File: src/rtl/string_feeder_if.sv
// Frame-control, line-buffer read and driver handshake signals of the string feeder.
// master: the feeder itself. slave: the sequencer/RAM/driver side.
interface string_feeder_if #(
    parameter int ADDR_WIDTH = 9
);
    logic                  frame_start;
    logic [7:0]            brightness;
    logic                  frame_busy;
    logic                  frame_done;
    logic                  rd_en;
    logic [ADDR_WIDTH-1:0] rd_addr;
    logic [23:0]           rd_data;
    logic                  string_ready;
    logic [23:0]           pixel_data;
    logic                  pixel_data_valid;
    logic                  h_blank;

    modport master (
        input  frame_start, brightness, rd_data, string_ready,
        output frame_busy, frame_done, rd_en, rd_addr,
               pixel_data, pixel_data_valid, h_blank
    );

    modport slave (
        output frame_start, brightness, rd_data, string_ready,
        input  frame_busy, frame_done, rd_en, rd_addr,
               pixel_data, pixel_data_valid, h_blank
    );
endinterface

File: src/rtl/string_feeder.sv
// string_feeder: walks one string of pixels out of the line buffer, scales each
// channel by the frame brightness, reorders RGB->GRB and hands pixels to the
// WS2812B driver one at a time, then requests a single h_blank per frame.

// One 8-bit channel scaler: (c * (brightness+1)) >> 8, so 255 is identity.
module string_feeder_scale (
    input  logic [7:0] chan,
    input  logic [7:0] bright,
    output logic [7:0] scaled
);
    logic [16:0] prod;
    logic        unused_prod;

    assign prod        = {9'd0, chan} * ({9'd0, bright} + 17'd1);
    assign scaled      = prod[15:8];
    // bit 16 can never be set (255*256 < 2^16); low byte is the discarded fraction
    assign unused_prod = ^{prod[16], prod[7:0]};
endmodule

module string_feeder #(
    parameter int NUM_LEDS     = 300,
    parameter int ADDR_WIDTH   = 9,
    parameter int GUARD_CYCLES = 2
) (
    input  logic            clk,
    input  logic            rst,
    string_feeder_if.master bus
);
    localparam int NUM_CH = 3;
    localparam int GW     = $clog2(GUARD_CYCLES + 1);

    typedef enum logic [2:0] {
        IDLE, FETCH, CAPTURE, WAIT_RDY, GUARD, BLANK_RDY, BLANK_GUARD, DONE_RDY
    } state_t;

    state_t                     state, state_nxt;
    logic [ADDR_WIDTH-1:0]      addr;
    logic [7:0]                 bright;
    logic [GW-1:0]              guard;
    logic [23:0]                pixel_q;
    logic                       pix_vld_q;
    logic                       blank_q;
    logic                       last_pix;
    logic                       done;
    // channel lanes indexed to match rd_data: [2]=R, [1]=G, [0]=B
    logic [NUM_CH-1:0][7:0]     scaled;

    genvar gi;
    generate
        for (gi = 0; gi < NUM_CH; gi++) begin : g_lane
            string_feeder_scale u_scale (
                .chan   (bus.rd_data[gi*8 +: 8]),
                .bright (bright),
                .scaled (scaled[gi])
            );
        end
    endgenerate

    assign last_pix = (addr == ADDR_WIDTH'(NUM_LEDS - 1));

    // Next-state logic and the state-decoded outputs.
    always_comb begin
        state_nxt = state;
        done      = 1'b0;
        case (state)
            IDLE:        if (bus.frame_start) state_nxt = FETCH;
            FETCH:       state_nxt = CAPTURE;
            CAPTURE:     state_nxt = WAIT_RDY;
            WAIT_RDY:    if (bus.string_ready) state_nxt = GUARD;
            GUARD:       if (guard == '0) state_nxt = last_pix ? BLANK_RDY : FETCH;
            BLANK_RDY:   if (bus.string_ready) state_nxt = BLANK_GUARD;
            BLANK_GUARD: if (guard == '0) state_nxt = DONE_RDY;
            DONE_RDY: begin
                // ready back high means the blank has finished on the string
                if (bus.string_ready) begin
                    done      = 1'b1;
                    state_nxt = IDLE;
                end
            end
            default:     state_nxt = IDLE;
        endcase
    end

    // State register plus the datapath registers each state owns.
    always_ff @(posedge clk) begin
        if (rst) begin
            state     <= IDLE;
            addr      <= '0;
            bright    <= '0;
            guard     <= '0;
            pixel_q   <= '0;
            pix_vld_q <= 1'b0;
            blank_q   <= 1'b0;
        end else begin
            state     <= state_nxt;
            pix_vld_q <= 1'b0;
            blank_q   <= 1'b0;
            case (state)
                IDLE: begin
                    if (bus.frame_start) begin
                        bright <= bus.brightness;
                        addr   <= '0;
                    end
                end
                CAPTURE: pixel_q <= {scaled[1], scaled[2], scaled[0]};
                WAIT_RDY: begin
                    if (bus.string_ready) begin
                        pix_vld_q <= 1'b1;
                        guard     <= GW'(GUARD_CYCLES);
                    end
                end
                GUARD: begin
                    // the driver drops ready a cycle after a strobe; do not look at it until then
                    if (guard != '0)    guard <= guard - GW'(1);
                    else if (!last_pix) addr  <= addr + ADDR_WIDTH'(1);
                end
                BLANK_RDY: begin
                    if (bus.string_ready) begin
                        blank_q <= 1'b1;
                        guard   <= GW'(GUARD_CYCLES);
                    end
                end
                BLANK_GUARD: if (guard != '0) guard <= guard - GW'(1);
                default: ;
            endcase
        end
    end

    assign bus.rd_en            = (state == FETCH);
    assign bus.rd_addr          = (state == FETCH) ? addr : '0;
    assign bus.pixel_data       = pixel_q;
    assign bus.pixel_data_valid = pix_vld_q;
    assign bus.h_blank          = blank_q;
    assign bus.frame_done       = done;
    // busy drops in the very cycle done pulses
    assign bus.frame_busy       = (state != IDLE) && !done;
endmodule

File: src/flat_wrapper.sv
// flat-port wrapper written by rule: the top's interface ports become plain ports
module string_feeder_flat 
#(
    parameter int NUM_LEDS     = 300,
    parameter int ADDR_WIDTH   = 9,
    parameter int GUARD_CYCLES = 2
)
  (clk, rst, bus_frame_start, bus_brightness, bus_rd_data, bus_string_ready, bus_frame_busy, bus_frame_done, bus_rd_en, bus_rd_addr, bus_pixel_data, bus_pixel_data_valid, bus_h_blank);
  string_feeder_if #(.ADDR_WIDTH(ADDR_WIDTH)) bus_i ();
  input  logic clk;
  input  logic rst;
  input wire logic [$bits(bus_i.frame_start)-1:0] bus_frame_start;
  input wire logic [$bits(bus_i.brightness)-1:0] bus_brightness;
  input wire logic [$bits(bus_i.rd_data)-1:0] bus_rd_data;
  input wire logic [$bits(bus_i.string_ready)-1:0] bus_string_ready;
  output wire logic [$bits(bus_i.frame_busy)-1:0] bus_frame_busy;
  output wire logic [$bits(bus_i.frame_done)-1:0] bus_frame_done;
  output wire logic [$bits(bus_i.rd_en)-1:0] bus_rd_en;
  output wire logic [$bits(bus_i.rd_addr)-1:0] bus_rd_addr;
  output wire logic [$bits(bus_i.pixel_data)-1:0] bus_pixel_data;
  output wire logic [$bits(bus_i.pixel_data_valid)-1:0] bus_pixel_data_valid;
  output wire logic [$bits(bus_i.h_blank)-1:0] bus_h_blank;
  assign bus_i.frame_start = bus_frame_start;
  assign bus_i.brightness = bus_brightness;
  assign bus_i.rd_data = bus_rd_data;
  assign bus_i.string_ready = bus_string_ready;
  assign bus_frame_busy = bus_i.frame_busy;
  assign bus_frame_done = bus_i.frame_done;
  assign bus_rd_en = bus_i.rd_en;
  assign bus_rd_addr = bus_i.rd_addr;
  assign bus_pixel_data = bus_i.pixel_data;
  assign bus_pixel_data_valid = bus_i.pixel_data_valid;
  assign bus_h_blank = bus_i.h_blank;
  string_feeder #(.NUM_LEDS(NUM_LEDS), .ADDR_WIDTH(ADDR_WIDTH), .GUARD_CYCLES(GUARD_CYCLES)) u_core (.clk(clk), .rst(rst), .bus(bus_i));
endmodule
File: config.mk
export PLATFORM = sky130hd
export DESIGN_NAME = string_feeder_flat
export DESIGN_NICKNAME = d
export VERILOG_FILES = /design/src/rtl/string_feeder_if.sv /design/src/rtl/string_feeder.sv /design/src/flat_wrapper.sv
export SDC_FILE = /design/constraint.sdc
export NUM_CORES = 1
export LEC_CHECK = 0
export BUFFER_PORTS_ARGS = -buffer_cell sky130_fd_sc_hd__buf_4
export CAP_MARGIN = 0
export CORE_ASPECT_RATIO = 0.6
export CORE_MARGIN = 4
export CORE_UTILIZATION = 35
export DETAILED_ROUTE_END_ITERATION = 10
export PLACE_DENSITY = 0.56
export SLEW_MARGIN = 20
export SYNTH_ARGS = -nofsm -noshare
export SYNTH_HDL_FRONTEND = slang
export SYNTH_SLANG_ARGS = --single-unit
File: constraint.sdc
create_clock -name clk -period 12.62 [get_ports clk]
set_input_delay 2.524 -clock clk [delete_from_list [all_inputs] [get_ports clk]]
set_output_delay 2.524 -clock clk [all_outputs]
set_load 0.005 [all_outputs]
==> metrics <==
status=completed; fin crit period=6.55 ns; Initial DRC Count=340; CTS Root Cell=clkbuf_16; TritonCTS clock tree=built; CP Launch Type=primary input; Hold Fails Final Rpt=0; Mapped Cells=between 900 and 1000; VDD IR max=0.0566 mV; Clock Skews=0.0138 ns; top_reg_cell synth=dfxtp_1; Avg Cell Area, Syn=8.59 µm²; setup TNS=0 ns; Slew @ Worst Pin=between 0.9 and 1 ns; routability cong.=roughly 0.81; CP Class=in2reg; critical-path cell with the highest stage delay=fa_1; drt drc=0; initial antenna violation count=0; # hold bufs at CTS=0; critical path data arrival time=6.75 ns; CTS sink cnt=48; Chip Width=209 µm; max layer used=met4; ANT cells=0; Post-Route WL=about 20000 µm; post-DR wirelength/cell=15.0 µm; Fmax=153 MHz; max_cap viols=0; row count=43; CTS buffer count=5; Leakage Power=4.86 nW; net count after synthesis=1243; Power Total=just over 0.7 mW; IO Port Bufs=73; Post-synth EDFFs=0; Initial Util=0.362; post-synth cell types=63; Vias=6498; cells along the critical path=buf_4 > and2_1 > fa_1 > fa_1 > fa_1 > inv_1 > fa_1 > inv_1 > ha_1 > a21o_1 > a221o_1 > a21oi_1 > a21oi_1 > or3_1 > a32o_1; largest net degree at the start of global routing=27; setup bufs post-CTS=0; Pre-antenna DRT Iters=4; CTS H-Tree Depth=2; most frequent CP cell=fa_1; DR WL met3=~990 µm; Pwr Density=75.7 nW/µm²; Setup WS post-layout=slightly above 6 ns; Clk pin slew, worst setup/hold paths=0.08 ns; post-synthesis sequential area ratio=0.113; die area=26900 µm²; dpl cell area=between 9000 and 10000 µm²; gr ovfl total=0; Resized cells post-CTS=0; share of cells above drive strength 1=0.102; cell area after layout=9520 µm²; ANT nets after route=0; Fill cells=2446; post-layout util=0.406; Total GRT Usage=0.154; clock latency on the worst-skew pair=~0.3 ns; met1 WL=11700 µm; Worst Path Buf+Inv=3; Yosys warning count=0; Worst Path Required=12.82 ns; vias in the first global route=6380; clk buf depth=2; Synth async-reset ratio=0; commonest non-fill, non-tap cells in the layout=inv_1, and2_1, fa_1; Pins Over Slew Limit=0; dpl hpwl=16100 µm; synthesized area=8480 µm²; Layout area overhead=12.2%; final std cells w/o fill=1359; HP Class=reg2reg; endpoints failing setup=0; Final Cycle Share=0.519; Critical Path End Type=flip-flop; core area=23500 µm²; RSZ-0062 raised after global routing=no; FF+latch count, synth=48; CP Max Fanout=9; Fin Hold WS=0.456 ns; Top Family by Delay on Critical Path=adder cells; Via-to-Cell Ratio=4.78; # IOs=74; first-pass GRT wire length=34100 µm; # nets final=roughly 1300; dpl ws=5.77 ns; most common cell after layout, fill and taps aside=inv_1; routed wl met2=between 7000 and 8000 µm; relative slew slack=0.368; CP max stage delay=~0.5 ns; Die Height=129 µm; dpl cells=1351
==> tightest hold or removal path, delay by kind of cell (launching register included) <==
kind            cells  cell delay, ns
compound gates      1            0.05
flops               1            0.31
simple gates        1            0.05
==> cells by family (layout without fill, tap and decap cells) <==
group           after synthesis  in the layout  share of synthesized area
flops                        48             48                      0.113
compound gates              108            108                     0.0839
simple gates                365            365                      0.236
mux                           4              4                    0.00501
fa+ha+maj                   219            219                      0.429
buf+inv                     203            259                     0.0903
xor+xnor                     41             41                     0.0423
==> per-layer routing <==
metal | up-vias | global-route usage
met4 | 0 | 0.00729
li1 | 3223 | -
met2 | 122 | 0.214
met3 | 2 | 0.0188
met1 | 3151 | 0.263
met5 | - | 0
==> cell type report <==
cell class / count / area, µm² / share of cell area
multi-input cells: 737 / 6760 / 0.711
flip-flops and latches: 48 / 961 / 0.101
inverters: 170 / 638 / 0.0671
repair buffers: 81 / 608 / 0.0639
well taps: 315 / 394 / 0.0414
clock buffers: 6 / 139 / 0.0146
clock inverters: 2 / 13.8 / 0.00145
==> synthesized netlist by cell type, drive strengths merged (5+ instances only) <==
cell type / count / area (µm²)
a21oi: 33 / 165
a21o: 9 / 67.6
o21ai: 22 / 110
xnor2: 26 / 228
nand4: 5 / 37.5
nor2b: 16 / 100
clkbuf: 29 / 109
and2: 162 / 1020
xor2: 15 / 131
inv: 170 / 638
a31oi: 5 / 31.3
nor3: 8 / 40.0
ha: 99 / 1240
o31ai: 5 / 47.5
fa: 120 / 2400
dfxtp: 48 / 961
nand2b: 10 / 65.1
nand3: 12 / 60.1
nor2: 31 / 119
nand2: 97 / 364
==> sequential cells by signal (all words and copies together), names as in the netlist <==
| name | count |
|---|---|
| u_core.bus.h_blank | 1 |
| u_core.bus.pixel_data | 24 |
| u_core.bright | 8 |
| u_core.addr | 9 |
| u_core.state | 3 |
| u_core.bus.pixel_data_valid | 1 |
| u_core.guard | 2 |
==> where the power goes <==
group          internal [mW]  total, mW  switching [mW]  leakage (nW)
Combinational          0.164      0.408           0.244          4.40
Sequential             0.160      0.170         0.00988         0.389
Clock                 0.0795      0.143          0.0637        0.0772
==> path summary, 6_finish.rpt <==
kind,cells past startpoint,startpoint,slack (ns),end
setup / recovery,15,bus_rd_data[18],6.07,u_core.bus.pixel_data[15]
hold / removal,2,u_core.bus.pixel_data[3],0.46,u_core.bus.pixel_data[3]
setup reg to reg,20,u_core.bright[0],6.85,u_core.bus.pixel_data[15]
hold reg to reg,2,u_core.bus.pixel_data[3],0.46,u_core.bus.pixel_data[3]
No activity file was read; power rests on OpenSTA's default activity.
